==> config.mk <==
export PLATFORM = sky130hd
export DESIGN_NAME = pfi_symbol_unpacker
export DESIGN_NICKNAME = d
export VERILOG_FILES = /design/src/rtl/pfi_symbol_unpacker.sv
export SDC_FILE = /design/constraint.sdc
export NUM_CORES = 2
export LEC_CHECK = 0
export ABC_AREA = 0
export CORE_AREA = 8 8 369 371
export CTS_BUF_LIST = sky130_fd_sc_hd__clkbuf_8
export CTS_CLUSTER_SIZE = 16
export DETAILED_ROUTE_END_ITERATION = 6
export DIE_AREA = 0 0 377 379
export GPL_TIMING_DRIVEN = 0
export PLACE_DENSITY = 0.48
export SYNTH_ARGS = -nofsm -noshare
export SYNTH_HDL_FRONTEND = slang
export SYNTH_SLANG_ARGS = --single-unit
==> constraint.sdc <==
create_clock -name i_core_clk -period 14.9 [get_ports i_core_clk]
set_clock_uncertainty 0.05 [all_clocks]
set_input_delay 1.49 -clock i_core_clk [delete_from_list [all_inputs] [get_ports i_core_clk]]
set_output_delay 1.49 -clock i_core_clk [all_outputs]
set_load 0.02 [all_outputs]
==> src/rtl/pfi_symbol_unpacker.sv <==
`default_nettype none
// ============================================================================
//  Module   : pfi_symbol_unpacker
//  Purpose  : Read-side gearbox for the 6-bit-symbol packing path. Accepts
//             96-bit words (16 symbols each) into a 48-symbol shift store and
//             hands out groups of 1..16 symbols on demand, oldest first.
//  Ports    :
//    i_core_clk    core clock, rising edge
//    i_rx_rst      synchronous active-high reset
//    i_word_valid  upstream word offered
//    o_word_ready  store has room for a full word (registered fill only)
//    i_word_data   16 symbols, symbol k at [6k+5:6k], symbol 0 oldest
//    i_pop_req     consumer requests a group
//    i_pop_amount  group size minus one
//    o_pop_ready   enough symbols buffered for the current request
//    o_pop_valid   one-cycle pulse, group data valid
//    o_pop_data    group, oldest symbol at [5:0], unused symbols zero
//    o_fill        symbols currently buffered (0..48)
//  Revision : 1.0 - initial release
// ============================================================================
module pfi_symbol_unpacker #(
    parameter int SYM_W     = 6,
    parameter int WORD_SYMS = 16,
    parameter int BUF_SYMS  = 48
) (
    input  logic                         i_core_clk,
    input  logic                         i_rx_rst,
    input  logic                         i_word_valid,
    output logic                         o_word_ready,
    input  logic [SYM_W*WORD_SYMS-1:0]   i_word_data,
    input  logic                         i_pop_req,
    input  logic [$clog2(WORD_SYMS)-1:0] i_pop_amount,
    output logic                         o_pop_ready,
    output logic                         o_pop_valid,
    output logic [SYM_W*WORD_SYMS-1:0]   o_pop_data,
    output logic [$clog2(BUF_SYMS+1)-1:0] o_fill
);

    localparam int WORD_W = SYM_W * WORD_SYMS;
    localparam int BUF_W  = SYM_W * BUF_SYMS;
    localparam int FILL_W = $clog2(BUF_SYMS + 1);
    localparam int SHW    = $clog2(BUF_W) + 1;

    logic [BUF_W-1:0]  r_store;
    logic [FILL_W-1:0] r_fill;
    logic              r_pop_valid;
    logic [WORD_W-1:0] r_pop_data;

    logic [FILL_W-1:0] w_pop_n;
    logic              w_word_ready;
    logic              w_pop_ready;
    logic              w_write_fire;
    logic              w_pop_fire;
    logic [FILL_W-1:0] w_remain;
    logic [FILL_W-1:0] w_fill_next;
    logic [SHW-1:0]    w_pop_shift;
    logic [SHW-1:0]    w_wr_shift;
    logic [BUF_W-1:0]  w_after_pop;
    logic [BUF_W-1:0]  w_word_ext;
    logic [BUF_W-1:0]  w_store_next;
    logic [WORD_W-1:0] w_pop_mask;

    // All fill arithmetic stays within 0..BUF_SYMS given the ready rules,
    // so FILL_W-bit modular arithmetic is exact.
    assign w_pop_n      = FILL_W'(i_pop_amount) + FILL_W'(1);
    assign w_word_ready = !i_rx_rst && (r_fill <= FILL_W'(BUF_SYMS - WORD_SYMS));
    assign w_pop_ready  = !i_rx_rst && (r_fill >= w_pop_n);
    assign w_write_fire = i_word_valid && w_word_ready;
    assign w_pop_fire   = i_pop_req && w_pop_ready;

    // Pop is taken from the pre-write contents; the new word lands behind
    // whatever survives the pop.
    assign w_remain     = r_fill - (w_pop_fire ? w_pop_n : '0);
    assign w_fill_next  = w_remain + (w_write_fire ? FILL_W'(WORD_SYMS) : '0);
    assign w_pop_shift  = SHW'(w_pop_n) * SHW'(SYM_W);
    assign w_wr_shift   = SHW'(w_remain) * SHW'(SYM_W);
    assign w_after_pop  = w_pop_fire ? (r_store >> w_pop_shift) : r_store;
    assign w_word_ext   = {{(BUF_W - WORD_W){1'b0}}, i_word_data};
    assign w_store_next = w_after_pop | (w_write_fire ? (w_word_ext << w_wr_shift) : '0);

    // Keep only the n oldest symbols of the outgoing group.
    always_comb begin
        w_pop_mask = '0;
        for (int k = 0; k < WORD_SYMS; k++) begin
            if (k < int'(w_pop_n)) begin
                w_pop_mask[k*SYM_W +: SYM_W] = '1;
            end
        end
    end

    always_ff @(posedge i_core_clk) begin
        if (i_rx_rst) begin
            r_store     <= '0;
            r_fill      <= '0;
            r_pop_valid <= 1'b0;
            r_pop_data  <= '0;
        end else begin
            r_store     <= w_store_next;
            r_fill      <= w_fill_next;
            r_pop_valid <= w_pop_fire;
            if (w_pop_fire) begin
                r_pop_data <= r_store[WORD_W-1:0] & w_pop_mask;
            end
        end
    end

    assign o_word_ready = w_word_ready;
    assign o_pop_ready  = w_pop_ready;
    assign o_pop_valid  = r_pop_valid;
    assign o_pop_data   = r_pop_data;
    assign o_fill       = r_fill;

endmodule
`default_nettype wire
==> results of run 1 <==
[Yosys cell counts (all sizes together) (13+ instances only)]
cell type | number | area [µm²]
o21ai | 179 | 899.6
and2 | 17 | 106.4
o221ai | 37 | 324.1
o32ai | 13 | 113.9
ha | 25 | 312.8
mux2i | 818 | 8192
nor2 | 349 | 1330
a221oi | 65 | 575.6
dfxtp | 391 | 7828
mux4 | 257 | 5788
buf | 348 | 2038
mux2 | 190 | 2140
a32oi | 23 | 201.4
o22ai | 91 | 575.6
nor3 | 48 | 265.3
a221o | 41 | 410.4
nand2b | 25 | 156.4
o211ai | 94 | 710.7
a211oi | 55 | 435.4
a2bb2oi | 25 | 219.0
nand2 | 730 | 2743
clkbuf | 216 | 810.8
nand3 | 148 | 750.7
a21o | 19 | 142.6
and3 | 21 | 131.4
nor2b | 68 | 425.4
inv | 30 | 112.6
o21a | 15 | 112.6
a22o | 53 | 464.2
a21oi | 462 | 2320
a31oi | 113 | 721.9
or3 | 22 | 137.6
a222oi | 90 | 900.9
a22oi | 190 | 1426
[metrics by stage]
step | TNS, ps | instances | utilization | cell area (µm²) | hold slack [ps]
3_5_place_dp | -102030 | 7393 | 0.3806 | 49650 | 393.4
4_1_cts | 0 | 7539 | 0.3942 | 51430 | 400.1
3_3_place_gp | -329820 | 7382 | 0.3793 | 49490 | 393.6
2_1_floorplan | 0 | 5421 | - | 45230 | 413.9
[cells by family after synthesis]
| group | share of synthesized area |
|---|---|
| AOI/OAI and AO/OA | 0.2529 |
| xor gates and xnor gates | 0.005339 |
| adders and majority gates | 0.007801 |
| buffers and inverters | 0.06556 |
| DFF | 0.1731 |
| muxes | 0.3564 |
| and+or+nand+nor | 0.1389 |
[metal layers]
metal,overflow,track usage
met1,27,0.7735
met4,315,0.6851
met3,29,0.6594
met5,0,0.4385
met2,386,0.8526
[timing repair]
| item | CTS |
|---|---|
| gates resized for setup | 4 |
| setup endpoints to repair | 33 |
| buffers inserted | 0 |
| gates cloned | 0 |
| hold buffers | 0 |
==> results.md, run 1 <==
- Routability cong.: between 1 and 1.5
- Pin count of the biggest net entering global routing: 15
- CTS root buffer: clkbuf_8
- Row count: 133
- Clock buffer depth: 3
- Cells after Synth: approximately 5400
- #FFs+latches synth: just under 400
- Top_reg_cell synth: dfxtp_1
- CTS Buf Count: between 80 and 90
- Grt total ovfl: between 700 and 800
- Mean post-synth cell area: about 8.3 µm²
- Sequential share of the synthesized area: 0.1731
- Status: stopped before the end
- Syn Nets: 5552
- Fail Step: global routing (5_1_grt)
- Fraction of registers with async set/reset: 0
- DIE HEIGHT: approximately 380 µm
- Yosys cell types: 98
- Ports: roughly 210
- Buffers added on ports: just over 200
- Tot GR Track Use: 0.7500
- Final HPWL DP: 393700 µm
- First-pass GRT wire length: around 740000 µm
- DIE WIDTH: approximately 380 µm
- Initial core utilization: 0.3467
- Synth warnings: 0
- Vias in the first global route: between 60000 and 70000
- Pre-CTS setup slack: -1269 ps
- # clock sinks: approximately 390
- Stop err: [ERROR GRT-0116] Global routing finished with congestion. Check the congestion regions in the DRC Viewer.
- Number of synthesized flops with an enable pin: 0
- H-tree levels: 3
- Synthesized area: between 40000 and 50000 µm²
==> run 2, diff against run 1 <==
- CORE_AREA: 8 8 369 371 -> 8 8 485 487
- CTS_BUF_LIST: sky130_fd_sc_hd__clkbuf_8 -> default
- CTS_CLUSTER_SIZE: 16 -> default
- DIE_AREA: 0 0 377 379 -> 0 0 493 495
- PLACE_DENSITY: 0.48 -> default
- PLACE_DENSITY_LB_ADDON: default -> 0.15
==> results.md, run 2 <==
- Routability cong.: 1.109
- Yosys top cell by area: mux2i_1
- Drt first-iter violations: 12740
- Most common cell in the netlist: mux2i_1
- Status: finished with violations
- Synthesized area: approximately 45000 µm²
- Clock transition at path regs: around 70 ps
- Critical path's largest stage delay: roughly 1100 ps
- Top delay family on crit path: buffers and inverters
- Mean post-synth cell area: about 8.3 µm²
- WHS Endpoint: o_pop_data[70]$_SDFFE_PP0N_
- First-pass DRT Iterations: 7
- P&R area growth vs syn: 21.08%
- Slowest-stage cell, CP: clkbuf_1
- Hold wc startpoint: o_pop_data[70]$_SDFFE_PP0N_
- R2R Setup Slk: approximately 2600 ps
- FF-to-FF End: r_store[151]$_SDFF_PP0_
- Cells on worst reg2reg path: 24
- Largest register FFs: 288
- Total Die Area: 244000 µm²
- Hold_buf cts: 0
- Most common cell after layout, fill and taps aside: mux2i_1
- Most common library cells after synthesis: mux2i_1, nand2_1, a21oi_1
- Finished Cell Area: 54760 µm²
- Vias per cell: 7.261
- RSZ-0062 raised after global routing: false
- Final hold vios: 0
- Yosys cell types: 98
- Met3 usage: 0.2573
- Ports: 209
- Antenna viol nets, final: 0
- Synth top area share: 0.1808
- CP Data Arrival Time: approximately 16000 ps
- Setup violators final: slightly below 100
- Syn Nets: roughly 5600
- DRC Markers: 31
- CORE AREA: 228100 µm²
- Number of synthesized flops with an enable pin: 0
- Clock latency at the later pin of the worst-skew pair: 800 ps
- Final wirelength: 662800 µm
- Via count: roughly 65000
- Most frequent cells in the layout: mux2i_1, nand2_1, a21oi_1
- Worst hold path type: reg -> reg
- Vias in the first global route: around 58000
- Final HPWL DP: 546600 µm
- First-pass GRT wire length: between 700000 and 800000 µm
- Final nets: approximately 5900
- CP required: about 16000 ps
- DIE HEIGHT: 495 µm
- Top_reg_cell synth: dfxtp_1
- Fraction of registers with async set/reset: 0
- Max Cap Viol: 52
- CTS root buffer: clkbuf_16
- CTS tree: yes
- Initial core utilization: 0.1982
- Fin util: 0.2400
- Grt total ovfl: 0
- Crit path capture type: flop
- Pins Over Slew Limit: 417
- H-tree levels: 2
- Avg WL per Cell: roughly 74 µm
- DIE WIDTH: between 400 and 500 µm
- Met1 Use GR: 0.5873
- Sum Neg Setup Slack: -23310 ps
- Met2 GRT Util: 0.6746
- Buffers added on ports: just over 200
- Tot GR Track Use: 0.5168
- CP Buf/Inv Count: 13
- Most area-consuming cells after synthesis: mux2i_1, dfxtp_1, mux4_2
- Ratio of cells with drive above 1 in the final layout: 0.1922
- Worst Setup Path Type: in -> reg
- Cells after Synth: ~5400
- FMAX: ~64 MHz
- Crit path max fanout: 11
- Fin crit period: about 16000 ps
- Worst-margin pin slew: 1789 ps
- Most Crowded Layer GR: met2
- Initial antenna violation count: 121
- Sequential share of the synthesized area: 0.1731
- Hold path cells: 2
- Slew headroom: -0.1928
- Largest Register: r_store
- Synth warnings: 0
- Pin count of the biggest net entering global routing: 19
- Failing checks: DRC, capacitance limit, slew limit, setup timing
- Final worst-path cycle share: 1.049
- CP Launch Type: input port
- Worst setup margin: -722.8 ps
- Row count: about 180
- Clock buffer depth: 3
- # clock sinks: approximately 390
- CTS Buf Count: a little under 60
- Reg-to-reg startpoint: o_fill[1]$_SDFF_PP0_
- DP Area: 52190 µm²
- #FFs+latches synth: slightly below 400
run 2: cell counts after synthesis:
Identical to the previous run, type by type.
run 2: area by class of cell:
class | count | area (µm²)
multi-input combinational | 4435 | 34840
inverter | 31 | 116.4
tap | 3026 | 3786
clock inverter | 33 | 495.5
antenna | 122 | 305.3
clock buffer | 76 | 1619
timing repair buffer | 260 | 2825
fill | 25430 | 173400
sequential | 391 | 7828
buffer | 564 | 2944
run 2: worst max path at each step:
stage	slack [ps]	endpoint	startpoint	cells after the start
floorplan	6470	r_store[124]$_SDFF_PP0_	i_pop_amount[0]	29
global placement	-5400	r_store[99]$_SDFF_PP0_	i_pop_amount[0]	31
detailed placement	-2770	r_store[40]$_SDFF_PP0_	i_pop_amount[0]	31
CTS	170	r_store[89]$_SDFF_PP0_	i_pop_amount[0]	31
global route	50	r_store[151]$_SDFF_PP0_	i_pop_amount[0]	30
finish	-720	r_store[151]$_SDFF_PP0_	i_pop_amount[0]	30
run 2: cells by family after synthesis:
logic type,after synthesis,share of synthesized area
adder cells (fa/ha/maj),27,0.007801
multiplexers,1265,0.3564
AND/OR/NAND/NOR,1460,0.1389
buffers and inverters,595,0.06556
AO/OA/AOI/OAI,1662,0.2529
XOR/XNOR,21,0.005339
flip-flops,391,0.1731
run 2: through the flow:
step                      setup slack, ps  hold WS (ps)  std cells
final                              -722.8         397.4       8938
after detailed placement            -2767         395.4       8703
after global placement              -5405         390.6       8653
after CTS                           167.8         401.8       8812
after floorplan                      6470         413.9       5421
after global routing                47.38         415.2       8839
run 2: layer usage:
| metal | routed length [µm] | share of wire |
|---|---|---|
| met3 | 88100 | 0.13 |
| met2 | 246400 | 0.37 |
| met5 | 327 | 0.00049 |
| met1 | 244200 | 0.37 |
| met4 | 83740 | 0.13 |
run 2: repair_timing:
item	in CTS	in global routing
gates resized for setup	14	8
setup endpoints to repair	287	8
setup buffers	0	3
run 2: tightest hold or removal path, cell delays in order, from the launching register on:
cell	delay (ps)
dfxtp_1	310
nand2_1	50
a21oi_1	50
Power of run 2 is left out: the tool's default activity adds up to more than one toggle a clock period on the data nets, which glitch-free logic cannot reach.
